**config.mk**
```make
export PLATFORM = sky130hd
export DESIGN_NAME = servant_q_rx
export DESIGN_NICKNAME = d
export VERILOG_FILES = /design/src/rtl/servant_sync2.sv /design/src/rtl/servant_q_rx.sv
export SDC_FILE = /design/constraint.sdc
export NUM_CORES = 1
export LEC_CHECK = 0
export BUFFER_PORTS_ARGS = -buffer_cell sky130_fd_sc_hd__buf_2
export CORE_MARGIN = 4
export CORE_UTILIZATION = 52
export DETAILED_ROUTE_END_ITERATION = 10
export GPL_ROUTABILITY_DRIVEN = 0
export PLACE_DENSITY = 0.76
export SETUP_SLACK_MARGIN = 0.15
export SLEW_MARGIN = 20
export SYNTH_ARGS = -nofsm -noshare
export SYNTH_HDL_FRONTEND = slang
export SYNTH_SLANG_ARGS = --single-unit
```
**constraint.sdc**
```tcl
create_clock -name i_clk -period 2 [get_ports i_clk]
set_input_delay 0.4 -clock i_clk [delete_from_list [all_inputs] [get_ports i_clk]]
set_output_delay 0.4 -clock i_clk [all_outputs]
set_load 0.02 [all_outputs]
```
**src/rtl/servant_sync2.sv**
```systemverilog
// rtl/servant_sync2.sv - two-flop synchronizer with parameterised reset level
module servant_sync2 #(
  parameter logic RST_VAL = 1'b1
) (
  input  logic i_clk,
  input  logic i_rst,
  input  logic i_d,
  output logic o_q
);

  logic r_meta;
  logic r_q;

  always_ff @(posedge i_clk) begin
    if (i_rst) begin
      r_meta <= RST_VAL;
      r_q    <= RST_VAL;
    end else begin
      r_meta <= i_d;
      r_q    <= r_meta;
    end
  end

  assign o_q = r_q;

endmodule

```
**src/rtl/servant_q_rx.sv**
```systemverilog
// rtl/servant_q_rx.sv - 8N1 serial receiver for the servant bit-banged q line
module servant_q_rx #(
  parameter int unsigned CLKS_PER_BIT = 217,
  parameter int unsigned STOP_CHECK   = 1
) (
  input  logic       i_clk,
  input  logic       i_rst,
  input  logic       i_q,
  output logic [7:0] o_data,
  output logic       o_valid,
  output logic       o_frame_err,
  output logic       o_busy
);

  localparam int unsigned CW = $clog2(CLKS_PER_BIT);
  localparam logic [CW-1:0] L_HALF = CW'(CLKS_PER_BIT / 2 - 1);
  localparam logic [CW-1:0] L_FULL = CW'(CLKS_PER_BIT - 1);
  localparam logic [CW-1:0] L_ONE  = CW'(1);

  localparam logic [1:0] S_IDLE  = 2'd0;
  localparam logic [1:0] S_START = 2'd1;
  localparam logic [1:0] S_DATA  = 2'd2;
  localparam logic [1:0] S_STOP  = 2'd3;

  logic          w_q_s;
  logic [1:0]    r_state;
  logic [CW-1:0] r_cnt;
  logic [2:0]    r_idx;
  logic [7:0]    r_shift;
  logic [7:0]    r_data;
  logic          r_valid;
  logic          r_ferr;

  servant_sync2 #(.RST_VAL(1'b1)) u_sync (
    .i_clk (i_clk),
    .i_rst (i_rst),
    .i_d   (i_q),
    .o_q   (w_q_s)
  );

  always_ff @(posedge i_clk) begin
    if (i_rst) begin
      r_state <= S_IDLE;
      r_cnt   <= '0;
      r_idx   <= 3'd0;
      r_shift <= 8'h00;
      r_data  <= 8'h00;
      r_valid <= 1'b0;
      r_ferr  <= 1'b0;
    end else begin
      r_valid <= 1'b0;
      r_ferr  <= 1'b0;
      case (r_state)
        S_IDLE: begin
          if (!w_q_s) begin
            r_cnt   <= L_HALF;
            r_state <= S_START;
          end
        end
        S_START: begin
          // Mid-start-bit recheck rejects short glitches on the line
          if (r_cnt == '0) begin
            if (w_q_s) begin
              r_state <= S_IDLE;
            end else begin
              r_cnt   <= L_FULL;
              r_idx   <= 3'd0;
              r_state <= S_DATA;
            end
          end else begin
            r_cnt <= r_cnt - L_ONE;
          end
        end
        S_DATA: begin
          if (r_cnt == '0) begin
            r_shift <= {w_q_s, r_shift[7:1]};
            r_cnt   <= L_FULL;
            r_idx   <= r_idx + 3'd1;
            if (r_idx == 3'd7) r_state <= S_STOP;
          end else begin
            r_cnt <= r_cnt - L_ONE;
          end
        end
        S_STOP: begin
          if (r_cnt == '0) begin
            if (w_q_s || (STOP_CHECK == 0)) begin
              r_data  <= r_shift;
              r_valid <= 1'b1;
            end else begin
              r_ferr <= 1'b1;
            end
            r_state <= S_IDLE;
          end else begin
            r_cnt <= r_cnt - L_ONE;
          end
        end
        default: r_state <= S_IDLE;
      endcase
    end
  end

  assign o_data      = r_data;
  assign o_valid     = r_valid;
  assign o_frame_err = r_ferr;
  assign o_busy      = (r_state != S_IDLE);

endmodule
```
* Word level (Yosys, flattened, before mapping)
Cells that the tools add are included.
** Operators by class
- Add/subtract/negate cells :: 2
- Eq/ne operators :: 12
- Muxes and demuxes :: 19
- Bitwise logic cells :: 2
- Reduce and logical (&&, ||, !) cells :: 10
** Operator list (number)
- two-way mux 8 bit :: 5
- case mux 8 bit (4 select lines) :: 1
- != test 2 bit (second input constant) :: 7
- two-way mux 2 bit :: 6
- two-way mux 3 bit :: 3
- logical NOT 8 bit :: 1
- case mux 2 bit (4 select lines) :: 1
- subtractor 8 x 1 -> 8 bit (second input constant) :: 1
- case mux 3 bit (2 select lines) :: 1
- AND reduction 3 bit :: 2
- AND reduction 5 bit :: 1
- == test 2 bit (second input constant) :: 2
- AND reduction 4 bit :: 1
- nonzero test 2 bit :: 2
- adder 3 x 1 -> 3 bit (second input constant) :: 1
- == test 3 bit (second input constant) :: 1
- != test 3 bit (second input constant) :: 1
- OR reduction 3 bit :: 1
- == test 2 x 1 -> 1 bit (second input constant) :: 1
- logical NOT 2 bit :: 1
- two-way mux 1 bit :: 2
- NOT 1 bit :: 2
- AND reduction 2 bit :: 1
** Storage, ports and cells
- Register bits after elaboration :: 33
- Input bits :: 3
- Output and inout bits :: 11

* Depth between registers and ports, before layout
Gate-level depths: netlist of run 1.
- Depth in word-level cells :: 4
- Gate-level depth with buffers :: 7
- Gate-level depth less buffers :: 6

* Modules after synthesis
A second synthesis of run 1 with hierarchy kept.
** Second synthesis, totals
- Cell total of the unflattened synthesis :: 179
- Area, all modules :: 1602.8 µm²
** Modules (own cells, without submodules)
- servant_q_rx :: instances 1, cells each 175, area an instance 1550.2 µm², sequential area each 620.6 µm²
- servant_sync2 :: instances 1, cells each 4, area an instance 52.6 µm², sequential area each 40.0 µm²

* Worst setup path after synthesis of run 1
No wires, ideal clock.
- Path kind :: register -> register
- Start point :: register r_cnt[0]
- End point :: register r_cnt[1]
- Setup time :: 86 ps
- Arrival time :: 1773 ps
- Slack :: 141 ps
- Stages on the path, launching flop included :: 7
- Buffers on the path :: 0
- Period minus slack after synthesis :: 1859 ps
- Path through :: dfxtp_1 inv_1 ha_1 or4b_4 o31ai_4 nor2_2 a221oi_2
** Between the ends
- Longest elaborated chain between the ends :: 3
- Elaborated cells between the ends (all ways) :: 9
** RTL lines
- start, declared :: line servant_q_rx.sv:27 : logic [CW-1:0] r_cnt;
- start signal, assigned :: line servant_q_rx.sv:71 : r_cnt <= r_cnt - L_ONE;
- start signal, assigned :: line servant_q_rx.sv:81 : r_cnt <= r_cnt - L_ONE;
- start signal, assigned :: line servant_q_rx.sv:94 : r_cnt <= r_cnt - L_ONE;
- subtractor 8 x 1 -> 8 bit or logical NOT 8 bit (tied branches)
- two-way mux 8 bit, or another cell as far along :: line servant_q_rx.sv:85 : if (r_cnt == '0) begin
- case mux 8 bit (4 select lines) or AND reduction 3 bit (tied branches)
Parallel ways exist; a longest one is shown, timed or not. The select of a mux whose other input is x is not followed.
A chain may end at the register's enable or synchronous reset.

* Worst setup path after layout of run 1
Same ends and word-level chain as after synthesis.

==> reports/metrics.cfg, run 1 <==
[sta]
fin_hold_ws_ns=0.2519
finalHoldViolations=0
max_freq_mhz=536.4
clock_skew_ns=0.01787
setup_viol_count_final=0
worst_slew_pin_slew_ns=0.6966
slew_headroom_pct=53.21
rsz0062_at_grt=true
timing.setup.tns_ns=0
final.period_utilization_pct=93.22
period_needed_ns=1.864
final-max-slew-violation-count=0

[status]
status=complete, no violations

[placement]
io_buffers=13
dp.cells=212
dp_hpwl_um=2325

[clock_tree]
cts.sinks=33
cts_tree=done
cts_buffer_depth=2
cts_inserted_buffers=5
cts_hold_buffers=0
path_clk_slew_ns=0.11
clock_latency_ns=0.34
root_buffer=clkbuf_4
ctsHtreeMaxLevel=2

[power_and_ir_drop]
seq_power_share_pct=43.1
power.leakage_nw=0.8534
p_int_w=0.001103
netSwitchingPower_w=0.0006155
ir_drop_v=0.0005153
power_frac_clock_pct=21.1
switching_share_pct=35.82
p_per_area_mw_per_mm2=939.5
combPwrFrac_pct=35.8

[layout]
areaGrowthSynthToFinish_pct=13.60
drive_above_1_share_pct=28.50
num-fill-cells=244
finalNonFillerCells=224
nets=203
antennaDiodeCount=0
multi_input_area_sq_um=910.9
register_area_sq_um=663.1

[logic_synthesis]
synthTopCellsByCount=dfxtp_1, nor2_1, mux2i_1
synth_top_area_share_pct=41.03
async_flop_share_pct=0
synth_most_common_cell=dfxtp_1
synth_ff_type=dfxtp_1
yosys-top-cells-area=dfxtp_1, mux2i_1, ha_1, nor2_1, a21oi_1
ys_seq_elements=33
ys_seq_area_share_pct=41.03
synth_cells=170
synth_edf_count=0
synth_cell_types=43
netlist_area_sq_mm=0.001610
yosysTopAreaCell=dfxtp_1
synth_nets=181
synth_area_per_cell_sq_um=9.472
synth_warnings=0

[global_route]
antenna_found_initial=0
grt_start_max_net_pins=35
grtUsageTotal_pct=18.19
grt_pass1_vias=1259
gr-total-overflow=0
grt_pass1_wl_um=5761

[setup_path]
r2r_cells=7
path_class=reg -> reg
r2r_setup_slack_ns=0.14
worstPathRequired_ns=2.26
cp_max_fo=8
crit_path_end_kind=flip-flop
cp.arrival_ns=2.13
start_kind=flip-flop

[min_path]
hold_depth=2
hp-class=in -> reg

[die]
placementRows=19
fp.dieW_um=63.65
dieArea_sq_mm=0.004051
io_pins=14
die_h_um=63.65
start_util_pct=56.45
core_sq_mm=0.002853

[drt]
drc=0
firstDrtPassIters=4
wl_per_cell_um=15.29
routed_via_density=5.964
totalWireLength_um=3424
ant_nets=0
drt_iter0_markers=98
vias=1336

[flow_run]
cap_violations=0

critical path, stage by stage (launching register included):
cell and delay [ns]:
dfxtp_2 0.35, inv_4 0.07, ha_4 0.15, or4b_4 0.51
o31ai_4 0.27, buf_6 0.17, nor2_4 0.04, a221oi_2 0.21
state kept, by name (all words and copies together) (netlist names), named ones only:
signal and flops:
o_data 8, r_cnt 8, u_sync.r_meta 1, r_idx 3
o_valid 1, o_frame_err 1, u_sync.o_q 1, r_shift 8
r_state 1
cell families (layout without fill, tap and decap cells):
kind of cell	after synthesis	after routing	share of synthesized area, %
AO/OA/AOI/OAI	40	40	18.10
XOR/XNOR	1	1	0.5440
adder cells (fa/ha/maj)	8	8	6.216
buffers and inverters	13	36	4.507
flip-flops	33	33	41.03
multiplexers	16	16	9.945
AND/OR/NAND/NOR	59	59	19.66
final cells by class:
cell class / instances / share of cell area [%]
clock buffers: 6 / 2.257
repair buffers: 23 / 7.866
inverters: 5 / 1.163
clock inverters: 2 / 0.5472
well taps: 31 / 2.120
flip-flops and latches: 33 / 36.25
multi-input cells: 124 / 49.79
path summary, 6_finish.rpt:
kind                  from             to
max               r_cnt[0]       r_cnt[1]
min                    i_q  u_sync.r_meta
max reg2reg       r_cnt[0]       r_cnt[1]
min reg2reg  u_sync.r_meta     u_sync.o_q
metrics by stage:
step	setup slack [ns]	power [W]	instance area, sq um	utilization, %
global route	0.07623	0.001828	1829	64.12
finish	0.1356	0.001719	1829	64.12
detailed placement	0.08458	0.001286	1718	60.22
CTS	0.1323	0.001667	1787	62.63
global placement	0.1588	0.001256	1718	60.22
floorplan	0.1708	0.001143	1623	-
layer usage:
layer | routed length (um) | share of wire (%) | track usage [%] | up-vias
met5 | 0 | 0 | 0 | -
li1 | - | - | - | 653
met1 | 1457 | 43 | 21.97 | 630
met2 | 1694 | 49 | 29.20 | 44
met3 | 209 | 6.1 | 6.394 | 9
met4 | 64 | 1.9 | 7.547 | 0
power groups by stage:
stage | clock, W | combinational, W | sequential [W]
after floorplan | 0 | 0.000409 | 0.000734
after global placement | 0 | 0.000508 | 0.000749
after detailed placement | 0 | 0.000534 | 0.000752
after CTS | 0.000370 | 0.000558 | 0.000738
after global routing | 0.000409 | 0.000671 | 0.000748
final | 0.000363 | 0.000614 | 0.000741
cells in the final DEF, fill, tap and decap left out, types with 2 or more instances in the layout:
cell type | Yosys | routed
nor3_2 | 1 | 2
inv_1 | 5 | 3
nand2b_1 | 3 | 3
nor4_1 | 2 | 2
dfxtp_1 | 33 | 31
ha_1 | 8 | 7
or2_2 | 4 | 4
a21oi_1 | 13 | 11
a221oi_2 | 2 | 2
clkbuf_4 | 0 | 5
dfxtp_2 | 0 | 2
buf_2 | 2 | 13
nand2_1 | 7 | 7
buf_4 | 1 | 9
a31oi_1 | 4 | 4
clkinv_2 | 0 | 2
o211a_1 | 2 | 2
a21oi_2 | 0 | 2
mux2i_1 | 16 | 16
nor2b_1 | 4 | 4
nor3_1 | 5 | 4
nor2_1 | 21 | 21
o21ai_0 | 6 | 5
or3_4 | 1 | 2
nand4_1 | 2 | 2
nand3_1 | 4 | 4
a21o_1 | 2 | 2
timing repair:
action,4_1_cts,5_1_grt
setup endpoints to repair,5,11
buffers inserted,1,3
pin swaps,1,7
gates resized for setup,4,6
hold endpoints to repair,0,0
Power figures use the tool's default switching activity.
==> inputs of run 2 (changes only) <==
SYNTH_HIERARCHICAL = 1   (was not set)
==> run 2 against run 1 <==
Global-route usage fell by 0.23 points. Routed wire length fell by 2.1%. Flip-flop and latch count did not move. Clock power rose by 3%. Final area did not move. Highest routed layer unchanged.
==> reports/metrics.cfg, run 2 <==
[status]
status=complete, no violations

[min_path]
hp-class=in -> reg
hold_depth=2  ; unchanged

[setup_path]
worstPathRequired_ns=2.23  ; -0.03 ns
cp.arrival_ns=2.07  ; -0.06 ns
start_kind=flip-flop
crit_path_end_kind=flip-flop
slowest_stage=or4b_4
cp_max_fo=5  ; -3
r2r_cells=6  ; -1
crit_chain=inv_4 -> ha_4 -> or4b_4 -> or3_2 -> a21oi_2 -> o32ai_1
worst-path-buf-inv=1  ; -1
path_class=reg -> reg
crit_family=simple AND/OR/NAND/NOR gates
critical_path_depth=6  ; -1
max_stage_delay_ns=0.51  ; about the same

[die]
io_pins=14  ; unchanged
start_util_pct=56.18  ; -0.26 points
fp.dieW_um=63.52  ; -0.20%
placementRows=19  ; unchanged
dieArea_sq_mm=0.004035  ; -0.41%
core_sq_mm=0.002853  ; unchanged
die_h_um=63.52  ; -0.20%

[sta]
worst_slew_pin_slew_ns=0.6618  ; -0.03471 ns
timing.setup.tns_ns=0  ; unchanged
period_needed_ns=1.839  ; -0.02563 ns
rsz0062_at_grt=true
slew_headroom_pct=55.54  ; +2.3 points
finalHoldViolations=0  ; unchanged
max_freq_mhz=543.8  ; +1.4%
setup_slack_ns=0.1612  ; +0.02563 ns
fin_hold_ws_ns=0.2379  ; -0.01399 ns
clock_skew_ns=0.01377  ; -0.004097 ns
final-max-slew-violation-count=0  ; unchanged
final.period_utilization_pct=91.94  ; -1.3 points
setup_viol_count_final=0  ; unchanged

[logic_synthesis]
synth_ff_type=dfxtp_1
async_flop_share_pct=0  ; unchanged
synth_nets=190  ; +5.0%
synth_cells=179  ; +5.3%
synth_warnings=6  ; +6
synth_most_common_cell=dfxtp_1
yosysTopAreaCell=dfxtp_1
ys_seq_elements=33  ; unchanged
yosys-top-cells-area=dfxtp_1, a21oi_1, ha_1, nand2_1, mux2i_1
synth_area_per_cell_sq_um=8.954  ; -5.5%
synth_edf_count=0  ; unchanged
ys_seq_area_share_pct=41.22  ; +0.19 points
synthTopCellsByCount=dfxtp_1, nand2_1, a21oi_1
netlist_area_sq_mm=0.001603  ; -0.47%
synth_cell_types=46  ; +7.0%
synth_top_area_share_pct=41.22  ; +0.19 points

[drt]
vias=1367  ; +2.3%
firstDrtPassIters=4  ; unchanged
wl_per_cell_um=14.39  ; -5.9%
totalWireLength_um=3353  ; -2.1%
ant_nets=0  ; unchanged
wl_met3_um=180  ; -14%
wl_met2_um=1533  ; -9.5%
drc=0  ; unchanged
routed_via_density=5.867  ; -1.6%
met1_length_um=1583  ; +8.6%
drt_iter0_markers=77  ; -21%
routed.top_layer=met4

[power_and_ir_drop]
ir_drop_v=0.0006710  ; +30%
p_per_area_mw_per_mm2=940.0  ; about the same
power.leakage_nw=0.7756  ; -9.1%

[clock_tree]
ctsHtreeMaxLevel=2  ; unchanged
clock_latency_ns=0.35  ; about the same
cts_hold_buffers=0  ; unchanged
root_buffer=clkbuf_4
cts.sinks=33  ; unchanged
path_clk_slew_ns=0.11  ; about the same
cts_buffer_depth=2  ; unchanged
cts_inserted_buffers=5  ; unchanged
cts_tree=done

[layout]
final_cell_mix=dfxtp_1, nand2_1, a21oi_1, buf_2, nor2_1
antennaDiodeCount=0  ; unchanged
num-fill-cells=256  ; +4.9%
drive_above_1_share_pct=26.73  ; -1.8 points
mostFrequentLayoutCell=dfxtp_1
areaGrowthSynthToFinish_pct=14.13
nets=212  ; +4.4%

[global_route]
gr-total-overflow=0  ; unchanged
antenna_found_initial=0  ; unchanged
grt_pass1_wl_um=5713  ; -0.83%
grt_pass1_vias=1263  ; +0.32%
grt_start_max_net_pins=35  ; unchanged
grtUsageTotal_pct=17.96  ; -0.23 points

[placement]
io_buffers=13  ; unchanged
post-place-ws_ns=0.08733  ; +0.002755 ns
dp_hpwl_um=2302  ; -1.0%

[flow_run]
cap_violations=0  ; unchanged

==> run 2: changes by cell type after synthesis, moves of 2 or more <==
cell	previous run	this run
nand2b_1	3	1
a21oi_1	13	22
mux2i_1	16	8
or2_1	0	2
or2_2	4	2
nand2_1	7	24
clkbuf_1	3	5
a211oi_1	0	2
nand3_1	4	2
nor2_1	21	12
==> run 2: area by class of cell <==
| type | count | area, sq um | area share [%] |
|---|---|---|---|
| flip-flops and latches | 33 | 664.4 | 36.32 |
| multi-input cells | 131 | 897.1 | 49.04 |
| well taps | 31 | 38.79 | 2.120 |
| inverters | 6 | 25.02 | 1.368 |
| clock buffers | 5 | 37.54 | 2.052 |
| repair buffers | 24 | 148.9 | 8.140 |
| clock inverters | 3 | 17.52 | 0.9576 |
==> run 2: final timing paths <==
kind	startpoint	end	slack (ns)
min reg2reg	u_sync/r_meta	u_sync/o_q	0.42
max reg2reg	r_cnt[0]	r_cnt[5]	0.16
min	i_q	u_sync/r_meta	0.24
max	r_cnt[0]	r_cnt[5]	0.16
==> run 2: cell families (layout without fill, tap and decap cells) <==
kind of cell               count (synthesis)  in the layout  share of synthesized area (%)
adders and majority gates                  8              8                          6.245
xor gates and xnor gates                   1              1                         0.5465
DFF                                       33             33                          41.22
muxes                                      8              8                          4.996
and+or+nand+nor                           66             66                          21.70
buffers and inverters                     15             38                          4.606
AOI/OAI and AO/OA                         48             48                          20.69
==> run 2: timing repair <==
action                     in CTS  in global routing
gates resized for setup         6                  6
pin swaps                       1                  6
setup buffers                   1                  3
setup endpoints to repair       9                 18
cloned                          0                  1
==> run 2: through the flow <==
step	util [%]	cell area [sq um]	cells	total power, W
detailed placement	59.61	1700	220	0.001273
finish	64.12	1829	233	0.001719
floorplan	-	1603	179	0.001123
global placement	59.61	1700	220	0.001243
global route	64.12	1829	233	0.001826
CTS	62.32	1778	229	0.001669
==> run 2: routing by layer <==
metal | global-route usage [%] | up-vias
li1 | - | 682
met1 | 21.51 | 638
met2 | 28.42 | 40
met3 | 7.815 | 7
met4 | 6.469 | 0
met5 | 0 | -
==> run 2: power by group <==
part           internal, W  total (W)  switching, W  leakage, nW
clock             0.000132   0.000373      0.000240       0.0310
combinational     0.000266   0.000605      0.000340        0.476
sequential        0.000695   0.000741     0.0000462        0.269
==> inputs of run 3 (changes only) <==
CELL_PAD_IN_SITES_DETAIL_PLACEMENT = 0   (was not set)
CELL_PAD_IN_SITES_GLOBAL_PLACEMENT = 2   (was not set)
CORE_UTILIZATION = 32   (was 52)
PLACE_DENSITY = 0.75   (was 0.76)
==> run 3 against run 2 <==
Die area increased by 54%. Critical path type unchanged. Clock power increased by 28%. Largest cell class unchanged. Sequential power about the same.
==> reports/metrics.cfg, run 3 (synthesized netlist as in run 2, its figures left out) <==
[sta]
setup_viol_count_final=0  ; unchanged
finalHoldViolations=0  ; unchanged
clock_skew_ns=0.007965  ; -0.005809 ns
worst_slew_pin_slew_ns=0.4564  ; -0.2055 ns
rsz0062_at_grt=true
final.period_utilization_pct=90.46  ; -1.5 points
slew_headroom_pct=69.29  ; +14 points
final-max-slew-violation-count=0  ; unchanged
timing.setup.tns_ns=0  ; unchanged
period_needed_ns=1.809  ; -0.02961 ns
max_freq_mhz=552.7  ; +1.6%

[setup_path]
start_kind=flip-flop
cp-startpoint=r_cnt[0]
worstPathRequired_ns=2.15  ; -0.08 ns
cp.arrival_ns=1.96  ; -0.11 ns
cp_max_fo=5  ; unchanged
crit_path_end_kind=flip-flop
r2r_start=r_cnt[0]
path_class=reg -> reg
r2r_setup_slack_ns=0.19  ; +0.03 ns

[die]
core_sq_mm=0.004786  ; +68%
placementRows=25  ; +6
start_util_pct=33.49  ; -23 points
fp.dieW_um=78.77  ; +24%
die_h_um=78.77  ; +24%
io_pins=14  ; unchanged
dieArea_sq_mm=0.006205  ; +54%

[global_route]
grtUsageTotal_pct=12.75  ; -5.2 points
grt_pass1_wl_um=6368  ; +11%
gr-total-overflow=0  ; unchanged
grt_pass1_vias=1357  ; +7.4%
grt_start_max_net_pins=22  ; -37%
antenna_found_initial=0  ; unchanged

[drt]
routed_via_density=4.888  ; -17%
wl_per_cell_um=13.19  ; -8.4%
drc=0  ; unchanged
firstDrtPassIters=6  ; +2
totalWireLength_um=3653  ; +8.9%
drt_iter0_markers=76  ; -1.3%
vias=1354  ; -0.95%
ant_nets=0  ; unchanged

[clock_tree]
path_clk_slew_ns=0.06  ; -0.05 ns
cts_buffer_depth=2  ; unchanged
clock_latency_ns=0.28  ; -0.07 ns
cts.sinks=33  ; unchanged
ctsHtreeMaxLevel=2  ; unchanged
root_buffer=clkbuf_8
cts_inserted_buffers=5  ; unchanged
cts_tree=done

[placement]
dp_hpwl_um=2554  ; +11%
io_buffers=13  ; unchanged
dp.cells=262  ; +19%

[power_and_ir_drop]
power.leakage_nw=0.8198  ; +5.7%
p_per_area_mw_per_mm2=948.2  ; +0.88%
ir_drop_v=0.0004182  ; -38%

[layout]
antennaDiodeCount=0  ; unchanged
areaGrowthSynthToFinish_pct=21.94
drive_above_1_share_pct=30.00  ; +3.3 points
mostFrequentLayoutCell=dfxtp_1
finalNonFillerCells=277  ; +19%
final_cell_mix=dfxtp_1, nand2_1, a21oi_1, buf_4, buf_2
nets=220  ; +3.8%
final_util_pct=40.84  ; -23 points

[min_path]
min_from=i_q
hp-class=in -> reg

[flow_run]
cap_violations=0  ; unchanged

[status]
status=complete, no violations

==> run 3: cell count changes in the layout (fill, tap and decap cells not counted), moves of 2 or more <==
cell	before	now
nor2_2	0	2
clkbuf_8	0	5
o21ai_1	0	2
clkbuf_4	5	0
o21ai_0	6	4
buf_4	9	18
==> run 3: layout make-up <==
type | instances | area, sq um
clock buffer | 6 | 72.57
clock inverter | 2 | 10.01
fill | 497 | 2831
inverter | 6 | 22.52
multi-input combinational | 131 | 890.9
sequential | 33 | 663.1
tap | 67 | 83.83
timing repair buffer | 32 | 211.5
==> run 3: where the power goes <==
group	leakage [nW]	switching (W)	total [W]	internal (W)
combinational	0.507	0.000341	0.000636	0.000295
sequential	0.268	0.0000442	0.000739	0.000695
clock	0.0450	0.000238	0.000479	0.000241
total	0.820	0.000623	0.00185	0.00123
==> run 3: routing by layer <==
layer,GRT usage (%),share of wire [%],vias to the layer above
met3,3.061,3.2,4
met4,4.895,1.0,0
met2,20.20,47,20
met1,16.72,49,637
li1,-,-,693
met5,0,0,-
==> run 3: critical path, stage by stage, from the launching register on <==
cell	delay (ns)
dfxtp_2	0.33
inv_2	0.07
ha_4	0.13
or4b_4	0.51
o31ai_4	0.31
buf_4	0.17
buf_4	0.11
a221oi_2	0.06
==> run 3: worst paths after layout <==
| check | endpoint | depth (start not counted) |
|---|---|---|
| worst max-delay path | r_cnt[1] | 7 |
| worst max register to register | r_cnt[1] | 7 |
| worst min register to register | u_sync/o_q | 1 |
| worst min-delay path | u_sync/r_meta | 2 |
==> run 3: through the flow <==
stage	hold slack, ns	total power (W)	worst slack (ns)	area, sq um
5_1_grt	0.3129	0.001961	0.1100	1954
4_1_cts	0.3076	0.001838	0.1624	1922
6_report	0.3152	0.001853	0.1908	1954
2_1_floorplan	0.3832	0.001123	0.1628	1603
3_5_place_dp	0.3924	0.001300	0.05821	1790
3_3_place_gp	0.3901	0.001284	0.1408	1790
==> run 3: what timing repair did <==
action	in CTS	in global routing
setup endpoints to repair	7	17
hold buffers	0	0
buffers inserted	4	3
pin swaps	1	3
resized for setup	7	6
